==> src/rtl/io_alu_pkg.sv <==
// Shared definitions for the CPU IO port responder that fronts the shared ALU.
// Holds the io_control field positions, the io_status bit indices, the ALU
// select and mode codes, the responder state encoding and a one-hot helper.
package io_alu_pkg;

  // io_control field positions
  localparam int IO_CTRL_STA      = 0;
  localparam int IO_CTRL_MODEL_LO = 1;
  localparam int IO_CTRL_MODEL_HI = 2;
  localparam int IO_CTRL_ALU_LO   = 3;
  localparam int IO_CTRL_ALU_HI   = 6;

  // io_status bit indices
  localparam int IO_STAT_DONE    = 0;
  localparam int IO_STAT_BUSY    = 1;
  localparam int IO_STAT_TIMEOUT = 2;
  localparam int IO_STAT_ILLEGAL = 3;

  // ALU select codes (one-hot)
  localparam logic [3:0] ALU_MULTIPLY = 4'b1000;
  localparam logic [3:0] ALU_DIVISION = 4'b0100;
  localparam logic [3:0] ALU_SQRTPOWS = 4'b0010;
  localparam logic [3:0] ALU_UNKNOWN  = 4'b0001;

  // ALU mode codes, passed through unchanged to the ALU
  localparam logic [1:0] MODE_0 = 2'b00;
  localparam logic [1:0] MODE_1 = 2'b01;
  localparam logic [1:0] MODE_2 = 2'b10;
  localparam logic [1:0] MODE_3 = 2'b11;

  typedef enum logic [1:0] {
    ST_IDLE = 2'b00,
    ST_BUSY = 2'b01,
    ST_DONE = 2'b10
  } io_alu_state_e;

  // True when exactly one bit of a 4-bit select is set.
  function automatic logic is_one_hot4(input logic [3:0] sel);
    logic [2:0] ones;
    ones = 3'd0;
    for (int i = 0; i < 4; i++) begin
      ones = ones + {2'b00, sel[i]};
    end
    return (ones == 3'd1);
  endfunction

endpackage

==> src/rtl/io_alu_watchdog.sv <==
// Cycle watchdog for the BUSY window.
// Ports: clk/rst (async active-high), clear restarts the count at zero,
// enable advances it once per cycle, expired flags that the current enabled
// cycle is the TIMEOUT_CYCLES-th one since the last clear.
module io_alu_watchdog #(
  parameter int TIMEOUT_CYCLES = 255
) (
  input  logic clk,
  input  logic rst,
  input  logic clear,
  input  logic enable,
  output logic expired
);

  logic [15:0] count_r;

  // Expired while the count shows TIMEOUT_CYCLES-1 completed cycles, so the
  // owner leaves BUSY after exactly TIMEOUT_CYCLES cycles.
  assign expired = (count_r >= 16'(TIMEOUT_CYCLES - 1));

  // Cycle counter: clear has priority, saturates rather than wrapping.
  always_ff @(posedge clk or posedge rst) begin
    if (rst) begin
      count_r <= 16'd0;
    end else if (clear) begin
      count_r <= 16'd0;
    end else if (enable && (count_r != 16'hFFFF)) begin
      count_r <= count_r + 16'd1;
    end else begin
      count_r <= count_r;
    end
  end

endmodule

==> src/rtl/io_alu_responder.sv <==
// Peripheral-side responder between the CPU IO registers and the shared ALU.
// Ports: io_control/io_dataoutA/io_dataoutB from the CPU; io_status and
// io_datainA/B back to it; alu_start/alu_type/mode_type/X_IN/Y_IN to the ALU;
// FOUT/POUT/alu_is_done from the ALU. All outputs are registered.
module io_alu_responder
  import io_alu_pkg::*;
#(
  parameter int GENERAL_REG_WIDTH = 16,
  parameter int MAX_SQRT_WIDTH    = 13,
  parameter int TIMEOUT_CYCLES    = 255
) (
  input  logic                         clk,
  input  logic                         rst,
  input  logic [GENERAL_REG_WIDTH-1:0] io_control,
  input  logic [GENERAL_REG_WIDTH-1:0] io_dataoutA,
  input  logic [GENERAL_REG_WIDTH-1:0] io_dataoutB,
  output logic [GENERAL_REG_WIDTH-1:0] io_status,
  output logic [GENERAL_REG_WIDTH-1:0] io_datainA,
  output logic [GENERAL_REG_WIDTH-1:0] io_datainB,
  output logic                         alu_start,
  output logic [3:0]                   alu_type,
  output logic [1:0]                   mode_type,
  output logic [MAX_SQRT_WIDTH-1:0]    X_IN,
  output logic [MAX_SQRT_WIDTH-1:0]    Y_IN,
  input  logic [MAX_SQRT_WIDTH-1:0]    FOUT,
  input  logic [MAX_SQRT_WIDTH-1:0]    POUT,
  input  logic                         alu_is_done
);

  localparam int PAD_W = GENERAL_REG_WIDTH - MAX_SQRT_WIDTH;

  io_alu_state_e             state_r, state_s;
  logic                      start_q_r, armed_r;
  logic                      alu_start_r, alu_start_s;
  logic [3:0]                alu_type_r, alu_type_s;
  logic [1:0]                mode_r, mode_s;
  logic [MAX_SQRT_WIDTH-1:0] x_r, x_s, y_r, y_s, fout_r, fout_s, pout_r, pout_s;
  logic                      done_r, done_s, busy_r, busy_s;
  logic                      timeout_r, timeout_s, illegal_r, illegal_s;
  logic                      start_s, launch_s, wd_clear_s, wd_expired_s;

  assign start_s = io_control[IO_CTRL_STA];
  // armed_r is only set once start has been seen low after reset, so a start
  // level held across reset release cannot masquerade as a new request.
  assign launch_s = start_s & ~start_q_r & armed_r;

  io_alu_watchdog #(.TIMEOUT_CYCLES(TIMEOUT_CYCLES)) u_watchdog (
    .clk     (clk),
    .rst     (rst),
    .clear   (wd_clear_s),
    .enable  (state_r == ST_BUSY),
    .expired (wd_expired_s)
  );

  // Next-state and next-register logic for the launch/busy/done handshake.
  always_comb begin
    state_s     = state_r;
    alu_start_s = alu_start_r;
    alu_type_s  = alu_type_r;
    mode_s      = mode_r;
    x_s         = x_r;
    y_s         = y_r;
    fout_s      = fout_r;
    pout_s      = pout_r;
    done_s      = done_r;
    busy_s      = busy_r;
    timeout_s   = timeout_r;
    illegal_s   = illegal_r;
    wd_clear_s  = 1'b0;
    case (state_r)
      ST_IDLE: begin
        if (launch_s) begin
          alu_type_s = io_control[IO_CTRL_ALU_HI:IO_CTRL_ALU_LO];
          mode_s     = io_control[IO_CTRL_MODEL_HI:IO_CTRL_MODEL_LO];
          x_s        = io_dataoutA[MAX_SQRT_WIDTH-1:0];
          y_s        = io_dataoutB[MAX_SQRT_WIDTH-1:0];
          if (is_one_hot4(io_control[IO_CTRL_ALU_HI:IO_CTRL_ALU_LO])) begin
            state_s     = ST_BUSY;
            alu_start_s = 1'b1;
            busy_s      = 1'b1;
            wd_clear_s  = 1'b1;
          end else begin
            state_s   = ST_DONE;
            illegal_s = 1'b1;
            done_s    = 1'b1;
          end
        end else begin
          state_s = ST_IDLE;
        end
      end
      ST_BUSY: begin
        // Completion outranks both a CPU abort and the watchdog.
        if (alu_is_done) begin
          fout_s      = FOUT;
          pout_s      = POUT;
          alu_start_s = 1'b0;
          busy_s      = 1'b0;
          done_s      = 1'b1;
          state_s     = ST_DONE;
        end else if (!start_s) begin
          alu_start_s = 1'b0;
          busy_s      = 1'b0;
          state_s     = ST_IDLE;
        end else if (wd_expired_s) begin
          alu_start_s = 1'b0;
          busy_s      = 1'b0;
          timeout_s   = 1'b1;
          done_s      = 1'b1;
          state_s     = ST_DONE;
        end else begin
          state_s = ST_BUSY;
        end
      end
      ST_DONE: begin
        if (!start_s) begin
          done_s    = 1'b0;
          timeout_s = 1'b0;
          illegal_s = 1'b0;
          state_s   = ST_IDLE;
        end else begin
          state_s = ST_DONE;
        end
      end
      default: begin
        state_s     = ST_IDLE;
        alu_start_s = 1'b0;
        done_s      = 1'b0;
        busy_s      = 1'b0;
        timeout_s   = 1'b0;
        illegal_s   = 1'b0;
      end
    endcase
  end

  // State, latched operands, captured results and sticky status bits.
  always_ff @(posedge clk or posedge rst) begin
    if (rst) begin
      state_r     <= ST_IDLE;
      start_q_r   <= 1'b0;
      armed_r     <= 1'b0;
      alu_start_r <= 1'b0;
      alu_type_r  <= 4'd0;
      mode_r      <= 2'd0;
      x_r         <= '0;
      y_r         <= '0;
      fout_r      <= '0;
      pout_r      <= '0;
      done_r      <= 1'b0;
      busy_r      <= 1'b0;
      timeout_r   <= 1'b0;
      illegal_r   <= 1'b0;
    end else begin
      state_r     <= state_s;
      start_q_r   <= start_s;
      armed_r     <= armed_r | ~start_s;
      alu_start_r <= alu_start_s;
      alu_type_r  <= alu_type_s;
      mode_r      <= mode_s;
      x_r         <= x_s;
      y_r         <= y_s;
      fout_r      <= fout_s;
      pout_r      <= pout_s;
      done_r      <= done_s;
      busy_r      <= busy_s;
      timeout_r   <= timeout_s;
      illegal_r   <= illegal_s;
    end
  end

  assign alu_start  = alu_start_r;
  assign alu_type   = alu_type_r;
  assign mode_type  = mode_r;
  assign X_IN       = x_r;
  assign Y_IN       = y_r;
  assign io_datainA = {{PAD_W{1'b0}}, fout_r};
  assign io_datainB = {{PAD_W{1'b0}}, pout_r};
  assign io_status  = {{(GENERAL_REG_WIDTH-4){1'b0}}, illegal_r, timeout_r, busy_r, done_r};

endmodule

==> config.mk <==
export PLATFORM = sky130hd
export DESIGN_NAME = io_alu_responder
export DESIGN_NICKNAME = d
export VERILOG_FILES = /design/src/rtl/io_alu_pkg.sv /design/src/rtl/io_alu_watchdog.sv /design/src/rtl/io_alu_responder.sv
export SDC_FILE = /design/constraint.sdc
export NUM_CORES = 1
export LEC_CHECK = 0
export ABC_AREA = 1
export BUFFER_PORTS_ARGS = -buffer_cell sky130_fd_sc_hd__buf_2
export CAP_MARGIN = 20
export CORE_MARGIN = 10
export CORE_UTILIZATION = 53
export DETAILED_ROUTE_END_ITERATION = 7
export PLACE_DENSITY = 0.86
export SETUP_SLACK_MARGIN = 0.15
export SYNTH_ARGS = -nofsm -noshare
export SYNTH_HDL_FRONTEND = slang
export SYNTH_HIERARCHICAL = 1
export SYNTH_SLANG_ARGS = --single-unit
export TNS_END_PERCENT = 5
==> constraint.sdc <==
create_clock -name clk -period 4.25 [get_ports clk]
set_input_delay 1.0625 -clock clk [delete_from_list [all_inputs] [get_ports clk]]
set_output_delay 1.0625 -clock clk [all_outputs]
set_load 0.005 [all_outputs]
# --- After elaboration in Yosys (flattened, before gate mapping) ---
# Index checks and enable logic that the tools add are counted.
classes:
  n_mux: 28
  addsub: 4
  bitwise: 8
  reduce_logical: 9
  order_cmp: 1
  n_eq_ne: 14
op_table:
  columns: ["op", "count"]
  rows:
  - ["$mux 16", 2]
  - ["$add 16x1->16 const B", 1]
  - ["$ge 16x8->1 const B", 1]
  - ["$ne 16x16->1 const B", 1]
  - ["$mux 1", 15]
  - ["$ne 2x2->1 const B", 7]
  - ["$mux 2", 6]
  - ["$pmux 1 s3", 4]
  - ["$reduce_and 5->1", 2]
  - ["$reduce_and 4->1", 2]
  - ["$ne 3x3->1 const B", 2]
  - ["$pmux 2 s3", 1]
  - ["$not 1->1", 5]
  - ["$ne 4x4->1 const B", 1]
  - ["$reduce_and 2->1", 2]
  - ["$add 2x1->3", 1]
  - ["$add 3x1->3", 1]
  - ["$eq 3x1->1 const B", 1]
  - ["$add 1x1->2", 1]
  - ["$and 1x1->1", 2]
  - ["$eq 2x1->1 const B", 1]
  - ["$eq 2x2->1 const B", 1]
  - ["$logic_not 2->1", 1]
  - ["$reduce_bool 2->1", 1]
  - ["2 further kinds", 2]
word_totals:
  inputBits: 77
  ff_bits: 82
  out_inout_bits: 81
  wordCells: 78

# --- Longest topological paths before layout ---
# Gate-level depths: netlist of the first run.
logic_depth:
  word_depth: 8
  ltp_mapped: 12
  depth_no_buf: 12

# --- Modules after synthesis ---
# The synthesis of the first run kept the hierarchy.
by_module_without_submodules:
  columns: ["module", "cells_per_inst", "instances", "area_each_um2", "seq_area_each_um2"]
  rows:
  - ["io_alu_responder", 336, 1, 2952.8, 1651.6]
  - ["io_alu_watchdog", 154, 1, 1056.0, 400.4]

# --- Worst setup path before layout of the first run ---
# Ideal clock, no wire load.
synth_timing:
  path_type: "input to register"
  startpoint: "input io_control[3]"
  endpoint: "register u_watchdog.count_r[11]"
  required_time_ns: 4.184
  setup_ns: 0.066
  n_path_buf: 1
  cell_stages: 12
  t_arrival_ns: 2.909
  slack_ns: 1.276
  path_cell_list: "inv_1 > fa_1 > inv_1 > ha_1 > ha_1 > inv_1 > nand3_1 > inv_1 > inv_1 > buf_1 > nand4_1 > nand2_1"
synth_via:
  elab_chain_cells: 8
  elab_cells_between_ends: 9
  cone_classes: "add/sub: 3; eq/ne: 1; mux: 4; reduce/logical: 1"
synth_rtl:
  columns: ["item", "line_no", "text"]
  rows:
  - ["start: declaration", "io_alu_responder.sv:14", "input logic [GENERAL_REG_WIDTH-1:0] io_control,"]
  - ["$add 1x1->2 *", "io_alu_pkg.sv:42", "ones = ones + {2'b00, sel[i]};"]
  - ["$add 2x1->3 *", "io_alu_pkg.sv:42", null]
  - ["$add 3x1->3 *", "io_alu_pkg.sv:42", null]
  - ["$eq 3x1->1 *", "io_alu_pkg.sv:44", "return (ones == 3'd1);"]
  - ["$mux 1 *", "io_alu_responder.sv:77", "if (is_one_hot4(io_control[IO_CTRL_ALU_HI:IO_CTRL_ALU_LO])) begin"]
  - ["$mux 1 *", "io_alu_responder.sv:72", "if (launch_s) begin"]
  - ["$mux 1 *", "io_alu_responder.sv:70", "case (state_r)"]
  - ["net wd_clear_s", "io_alu_responder.sv:40", "logic start_s, launch_s, wd_clear_s, wd_expired_s;"]
  - ["$mux 16 / $reduce_bool 2->1 (equally long branches)", null, null]
  - ["end signal: assignment", "io_alu_watchdog.sv:28", "count_r <= count_r + 16'd1;"]
  - ["end signal: assignment", "io_alu_watchdog.sv:30", "count_r <= count_r;"]
  - ["end: declaration", "io_alu_watchdog.sv:15", "logic [15:0] count_r;"]
# The timed path passes the listed nets; every way through them passes the cells marked *.
# A chain may end at the register's enable or synchronous reset.

# --- Worst setup path in the final report of the first run ---
layout_timing:
  startpoint: "input io_control[3]"
  endpoint: "register u_watchdog.count_r[1]"
# Same word-level chain as after synthesis.

==> out/qor.csv, run 1 <==
stage;metric;value;unit
critical_path;Critical Path Sink Type;flip-flop;
clock_network;Root Buffer;clkbuf_8;
floorplanning;core area;0.00729;mm2
synthesis;Ys Warns;6;
synthesis;Synth top area share;51.2;%
floorplanning;Row Count;31;
critical_path;Crit-path slowest cell;fa_1;
global_routing;initial antenna violation count;0;
floorplanning;die span in x;107;um
layout;antenna cells;0;
critical_path;crit-path cells;buf_2 > inv_1 > fa_1 > inv_1 > ha_1 > ha_1 > inv_1 > nand3_1 > inv_1 > inv_1 > o21ai_0 > nand2_1 > nand2_1;
clock_network;H-tree depth;3;
power_and_ir_drop;Int Power;1590;uW
layout;area grow syn2layout;17.9;%
synthesis;Post-Syn Instances;490;
synthesis;EDFF count, synth;0;
floorplanning;full die area;0.0114;mm2
floorplanning;Initial Util;55.0;%
place;cell area after placement;0.00452;mm2
synthesis;Seq/Total Area, Yosys;51.2;%
critical_path;critical path fanouts, max;15;
sta;f_max;328;MHz
worst_hold_path;hold depth;2;
synthesis;Cell variety after synth;30;
detailed_routing;post-DR wirelength/cell;13.5;um
clock_network;CTS max path bufs;2;
synthesis;Synth Register Bits;82;
clock_network;cts repair resizes;0;
clock_network;clock transition at the registers of the reported paths;0.08;ns
layout;footprint of the multi-input gates;0.00158;mm2
detailed_routing;DRC;0;
global_routing;vias in the first global route;3372;
sta;Max Slew Vio Count;0;
place;gp weighted congestion;0.894;
global_routing;largest net degree at the start of global routing;41;
layout;fillers;624;
sta;TNS Setup;0;ns
power_and_ir_drop;sw frac;32.9;%
synthesis;Post-Syn Area;0.00401;mm2
critical_path;Buf/Inv on CP;6;
detailed_routing;vias per cell;4.99;
global_routing;first-pass GRT wire length;15800;um
global_routing;total grt overflow;0;
synthesis;commonest cells in the netlist;212 x nand2_1, 82 x dfrtp_1, 48 x nand3_1;
critical_path;Crit path largest cell delay;0.54;ns
detailed_routing;Post-DRT Antenna Nets;0;
clock_network;# hold bufs at CTS;0;
power_and_ir_drop;Power Dens Cells;500;mW/mm2
global_routing;GRT Total Usage;16.7;%
floorplanning;Chip Height;107;um
layout;post-route cell area;0.00473;mm2
sta;final hold violations;0;
clock_network;later-pin clock latency in the skew report;0.35;ns
layout;Final #Nets;687;
detailed_routing;via count;3535;
critical_path;worst endpoint required time;4.49;ns
sta;RSZ-0062 raised after global routing;false;
layout;sequential cell area;0.00205;mm2
sta;Final period util;71.8;%
synthesis;Post-synth ARST share;100;%
power_and_ir_drop;combinational power share;27.2;%
layout;final core occ;64.8;%
clock_network;CTS Sinks;82;
critical_path;CP arrival;3.30;ns
place;hpwl dp;7280;um
critical_path;Most common cell on crit path;inv_1;
power_and_ir_drop;Max VDD drop;0.200;mV
worst_hold_path;worst hold path type;flip-flop to flip-flop;
clock_network;Setup Buffers After CTS;0;
critical_path;Worst Reg-to-Reg Cells;8;
critical_path;Startpoint Class;input port;
floorplanning;Top-Level Pins;158;
clock_network;CTS buffer count;9;
critical_path;Top delay family on crit path;adder cells;
detailed_routing;Iter 0 DRT Violations;359;
detailed_routing;DRT Wirelength;9590;um
sta;worst-margin pin slew;0.807;ns
critical_path;Worst Path Class, Setup;input port to flip-flop;
power_and_ir_drop;switching pwr;777;uW
synthesis;Synth area leader;dfrtp_1;
sta;minimum clock period;3.05;ns
synthesis;count leader, synth;nand2_1;
sta;final number of setup-violating endpoints;0;
flow_run;max_cap viols;0;
place;Place WS;0.866;ns
place;DP Cell Count;693;
detailed_routing;first-pass detailed-route iteration total;5;
synthesis;Post-synth top flop;dfrtp_1;
power_and_ir_drop;LEAKAGE;0.00275;uW
sta;clock skew;0.00848;ns
layout;layout cell share with drive strength beyond 1;25.9;%
power_and_ir_drop;Seq pwr share;48.1;%
layout;post-route insts no fill;709;
synthesis;synth top area cells;dfrtp_1 51%, nand2_1 20%, nand3_1 6.0%, buf_4 4.5%, inv_1 2.9%;
power_and_ir_drop;power share of the clock group;24.7;%
sta;Final WS setup;1.20;ns
sta;Slew HR;46.1;%
critical_path;WP depth;13;
place;port buffer count;124;
synthesis;synthesized area per cell;8.18;um2
run_status;status;completed;
clock_network;CTS tree;done;
metal layers:
metal / track usage, % / wire length [um] / part of all wire (%) / vias up
met3: 5.57 / 740 / 7.7 / 26
li1: - / - / - / 1724
met2: 28.5 / 4830 / 50 / 150
met5: 0 / 0 / 0 / -
met4: 6.09 / 231 / 2.4 / 0
met1: 19.2 / 3790 / 39 / 1635
state kept, by name, summed over array words and instances (netlist names):
register,count
armed_r,1
busy_r,1
timeout_r,1
u_watchdog/count_r,16
pout_r,13
done_r,1
mode_type,2
Y_IN,13
state_r,2
start_q_r,1
X_IN,13
illegal_r,1
fout_r,13
alu_type,4
path summary, 6_finish.rpt:
path,slack (ns),endpoint,from
worst max-delay path,1.20,u_watchdog/count_r[1],io_control[3]
worst min-delay path,0.47,fout_r[11],fout_r[11]
worst max register to register,2.05,u_watchdog/count_r[11],state_r[1]
worst min register to register,0.47,fout_r[11],fout_r[11]
max in group asynchronous,2.65,X_IN[7],rst
min in group asynchronous,0.80,u_watchdog/count_r[3],rst
worst reg2reg max path, cell delays in order, from the launching register on:
cell and delay [ns]:
dfrtp_1 0.41, inv_1 0.10, nand2_1 0.14, inv_2 0.44, inv_1 0.17, nor2_2 0.51, nor2_4 0.16, nand2_1 0.11
nand2_1 0.05
placed cells by master, fill, tap and decap left out:
master     instances
nand3_1           48
conb_1            18
o21ai_0            7
a21oi_1            2
inv_2              3
inv_6              5
clkbuf_8          10
xor2_1             4
nor2_8             1
nor2_2             5
nor2_1            26
buf_4              2
a22oi_1            1
buf_2            124
bufinv_16          1
inv_1             30
clkinv_2           1
o21ai_2            1
ha_1               4
nor4_1             2
dfrtp_1           82
nand3_4            1
o2111ai_1          1
nand4_1           13
fa_1               1
nor2_4             1
nand2_1          212
nand2_2            3
nand3b_1           1
final cells by class:
| type | instances | area share, % |
|---|---|---|
| clock buffers | 10 | 2.91 |
| clock inverters | 6 | 1.48 |
| inverters | 34 | 2.80 |
| multi-input cells | 352 | 33.3 |
| flip-flops and latches | 82 | 43.4 |
| well taps | 99 | 2.62 |
| repair buffers | 126 | 13.4 |
per-stage QoR:
step                      hold WS (ns)  total power [uW]
final                            0.470              2360
after global routing             0.483              2540
after detailed placement         0.453              1810
after global placement           0.447              1770
after CTS                        0.474              2390
after floorplan                  0.442              1510
power by group through the flow:
stage	sequential, uW	combinational [uW]	clock [uW]
floorplan	1170	342	0
global placement	1140	634	0
detailed placement	1150	657	0
CTS	1140	658	599
global route	1160	741	636
finish	1140	642	585
cell families (layout without fill, tap and decap cells):
logic type      count (synthesis)  after routing  share of synthesized area, %
other cells                     1             18                        0.0935
simple gates                  313            313                          33.3
compound gates                 12             12                          1.75
buf+inv                        73            176                          11.1
xor+xnor                        4              4                         0.874
fa+ha+maj                       5              5                          1.75
flops                          82             82                          51.2
No activity file was read; power rests on OpenSTA's default activity.
==> run 2: changes to the inputs <==
--- a/config.mk
+++ b/config.mk
@@ -5,13 +5,13 @@
 export SDC_FILE = /design/constraint.sdc
 export NUM_CORES = 1
 export LEC_CHECK = 0
-export ABC_AREA = 1
+export ABC_AREA = 0
 export BUFFER_PORTS_ARGS = -buffer_cell sky130_fd_sc_hd__buf_2
 export CAP_MARGIN = 20
 export CORE_MARGIN = 10
-export CORE_UTILIZATION = 53
+export CORE_UTILIZATION = 48
 export DETAILED_ROUTE_END_ITERATION = 7
-export PLACE_DENSITY = 0.86
+export PLACE_DENSITY = 0.79
 export SETUP_SLACK_MARGIN = 0.15
 export SYNTH_ARGS = -nofsm -noshare
 export SYNTH_HDL_FRONTEND = slang
==> constraint.sdc (replaced) <==
create_clock -name clk -period 3.01 [get_ports clk]
set_input_delay 0.7525 -clock clk [delete_from_list [all_inputs] [get_ports clk]]
set_output_delay 0.7525 -clock clk [all_outputs]
set_load 0.005 [all_outputs]
==> out/qor.csv, run 2 <==
stage;metric;value;unit;change
run_status;status;completed;;
synthesis;commonest cells in the netlist;82 x dfrtp_1, 37 x mux2_2, 25 x mux2_4;;
floorplanning;Chip Height;110;um;+3.0%
floorplanning;Top-Level Pins;158;;unchanged
global_routing;initial antenna violation count;0;;unchanged
sta;final hold violations;0;;unchanged
critical_path;reg2reg start;state_r[0];;
synthesis;Cell variety after synth;48;;+60%
power_and_ir_drop;combinational power share;31.1;%;+3.9 points
layout;antenna cells;0;;unchanged
critical_path;worst r2r dst;u_watchdog/count_r[13];;
global_routing;vias in the first global route;2840;;-16%
clock_network;clock transition at the registers of the reported paths;0.08;ns;about the same
synthesis;largest family of logic cells by synthesized area;multiplexers;;
detailed_routing;Post-DRT Antenna Nets;0;;unchanged
detailed_routing;via count;2702;;-24%
clock_network;H-tree depth;3;;unchanged
sta;Final WS setup;0.428;ns;-0.770 ns
clock_network;cts repair resizes;0;;unchanged
layout;Largest register FFs;16;;unchanged
power_and_ir_drop;LEAKAGE;0.00243;uW;-12%
sta;final number of setup-violating endpoints;0;;unchanged
power_and_ir_drop;Power Dens Cells;804;mW/mm2;+61%
floorplanning;full die area;0.0121;mm2;+6.1%
synthesis;Post-Syn Area;0.00390;mm2;-2.6%
critical_path;worst endpoint required time;3.23;ns;-1.26 ns
clock_network;CTS Sinks;82;;unchanged
layout;layout cell share with drive strength beyond 1;50.0;%;+24 points
place;Place WS;0.0759;ns;-0.790 ns
detailed_routing;post-DR wirelength/cell;17.0;um;+26%
sta;minimum clock period;2.58;ns;
layout;area grow syn2layout;21.3;%;
global_routing;total grt overflow;0;;unchanged
synthesis;Synth Area in Compound Gates;5.71;%;+4.0 points
synthesis;Ys Warns;6;;unchanged
layout;post-route cell area;0.00473;mm2;+0.11%
critical_path;Critical Path Sink Type;flip-flop;;
sta;RSZ-0062 raised after global routing;false;;
place;cell area after placement;0.00453;mm2;+0.19%
synthesis;Synth Register Bits;82;;unchanged
critical_path;Crit-path slowest cell;fa_1;;
layout;fillers;638;;+2.2%
synthesis;Synth Area in XOR/XNOR;0;%;-0.87 points
critical_path;FF-to-FF setup slack;0.79;ns;-1.26 ns
sta;worst-margin pin slew;0.624;ns;-0.183 ns
global_routing;GRT Total Usage;14.8;%;-1.9 points
synthesis;count leader, synth;dfrtp_1;;
layout;sequential cell area;0.00205;mm2;unchanged
synthesis;Synth area leader;dfrtp_1;;
clock_network;later-pin clock latency in the skew report;0.35;ns;about the same
power_and_ir_drop;switching pwr;1190;uW;+53%
critical_path;Worst Reg-to-Reg Cells;5;;-3
power_and_ir_drop;sw frac;31.3;%;-1.6 points
critical_path;crit-path cells;buf_2 > inv_1 > fa_1 > inv_1 > ha_1 > ha_1 > nor2_1 > nand2_1 > nor2_1 > buf_4 > nor2_1 > mux2_1;;
layout;commonest non-fill, non-tap cell in the layout;buf_2;;
synthesis;Post-synth ARST share;100;%;unchanged
place;gp weighted congestion;0.820;;-8.2%
critical_path;Crit path largest cell delay;0.53;ns;about the same
synthesis;post-synthesis mux area share;20.9;%;+21 points
clock_network;CTS buffer count;9;;unchanged
critical_path;Buf/Inv on CP;4;;-2
clock_network;# hold bufs at CTS;0;;unchanged
layout;Final #Nets;507;;-26%
detailed_routing;first-pass detailed-route iteration total;4;;-1
synthesis;EDFF count, synth;0;;unchanged
floorplanning;Row Count;32;;+3.2%
critical_path;Top delay family on crit path;adder cells;;
place;hpwl dp;7070;um;-2.9%
power_and_ir_drop;Max VDD drop;0.541;mV;+170%
sta;f_max;387;MHz;
place;port buffer count;124;;unchanged
critical_path;Most common cell on crit path;nor2_1;;
detailed_routing;DRT Wirelength;9060;um;-5.5%
sta;Slew HR;58.1;%;+12 points
sta;Max Slew Vio Count;0;;unchanged
critical_path;critical path fanouts, max;15;;unchanged
clock_network;Root Buffer;clkbuf_8;;
clock_network;Setup Buffers After CTS;0;;unchanged
global_routing;largest net degree at the start of global routing;53;;+29%
layout;commonest non-fill, non-tap cells in the layout;124 x buf_2, 82 x dfrtp_1, 37 x mux2_2;;
floorplanning;core area;0.00781;mm2;+7.1%
power_and_ir_drop;Seq pwr share;47.7;%;-0.4 points
place;DP Cell Count;516;;-26%
synthesis;Post-Syn Instances;298;;-39%
synthesis;synth top area cells;dfrtp_1 53%, mux2_2 11%, mux2_4 9.6%, buf_4 4.2%, buf_6 1.4%;;
synthesis;synthesized area per cell;13.1;um2;+60%
clock_network;CTS tree;done;;
synthesis;Post-synth top flop;dfrtp_1;;
detailed_routing;Iter 0 DRT Violations;116;;-68%
power_and_ir_drop;Int Power;2620;uW;+65%
detailed_routing;DRC;0;;unchanged
critical_path;CP arrival;2.80;ns;-0.50 ns
layout;Top reg by flops;u_watchdog/count_r;;
sta;TNS Setup;0;ns;unchanged
floorplanning;die span in x;110;um;+3.0%
global_routing;first-pass GRT wire length;14300;um;-9.5%
layout;footprint of the multi-input gates;0.00164;mm2;+4.1%
sta;Final period util;85.8;%;
critical_path;Startpoint Class;input port;;
sta;clock skew;0.00818;ns;-0.000300 ns
critical_path;Worst Path Class, Setup;input port to flip-flop;;
synthesis;Synth top area share;52.6;%;+1.4 points
floorplanning;Initial Util;50.0;%;-5.0 points
detailed_routing;vias per cell;5.08;;+1.9%
synthesis;Simple-Gate Fraction of Synth Area;12.0;%;-21 points
worst_hold_path;worst hold path type;input port to async pin;;
synthesis;synthesized-area fraction occupied by adder cells;1.79;%;+0.047 points
synthesis;Seq/Total Area, Yosys;52.6;%;+1.4 points
flow_run;max_cap viols;0;;unchanged
layout;post-route insts no fill;532;;-25%
power_and_ir_drop;power share of the clock group;21.1;%;-3.6 points
clock_network;CTS max path bufs;2;;unchanged
==> run 2: how the worst max path moves through the flow <==
stage                       start                     end  slack (ns)  depth (start not counted)
detailed placement  io_control[3]   u_watchdog/count_r[0]        0.08                         12
finish              io_control[3]   u_watchdog/count_r[0]        0.43                         12
floorplan           io_control[3]  u_watchdog/count_r[13]        0.13                         11
global placement    io_control[3]   u_watchdog/count_r[0]        0.13                         12
global route        io_control[3]   u_watchdog/count_r[0]        0.29                         12
CTS                 io_control[3]   u_watchdog/count_r[0]        0.43                         12
==> run 2: cells by family after synthesis <==
group | Yosys count
multiplexers | 64
other | 1
AND/OR/NAND/NOR | 69
flip-flops | 82
adder cells (fa/ha/maj) | 5
buffers and inverters | 41
AO/OA/AOI/OAI | 36
==> run 2: stage by stage <==
stage                     util, %  hold WS (ns)  power, uW
after global routing         60.6         0.369       4070
after CTS                    60.6         0.357       3860
after detailed placement     58.0         0.476       3050
final                        60.6         0.363       3810
after floorplan                 -         0.436       2500
after global placement       58.0         0.451       2960
==> run 2: worst reg2reg max path: cells and delay by family (launching register included) <==
kind,cells,cell delay (ns)
flops,1,0.46
simple gates,4,1.31
mux,1,0.34
==> run 2: layer usage <==
metal / global-route usage, % / vias up / share of wire [%]
li1: - / 1278 / -
met3: 5.40 / 9 / 10
met5: 0 / - / 0
met2: 24.8 / 104 / 52
met1: 16.9 / 1311 / 37
met4: 5.78 / 0 / 1.5
==> run 2: cell type report <==
type	count	area share [%]
Inverter	12	0.952
Timing Repair Buffer	128	14.0
Clock buffer	11	2.99
Multi-Input combinational cell	192	34.7
Sequential cell	82	43.4
Tap cell	102	2.70
Clock inverter	5	1.32
==> run 2: power by group through the flow <==
| stage | registers [uW] | clock network (uW) | logic [uW] |
|---|---|---|---|
| floorplan | 1820 | 0 | 678 |
| global placement | 1790 | 0 | 1170 |
| detailed placement | 1830 | 0 | 1210 |
| CTS | 1820 | 824 | 1220 |
| global route | 1880 | 863 | 1330 |
| finish | 1820 | 805 | 1190 |
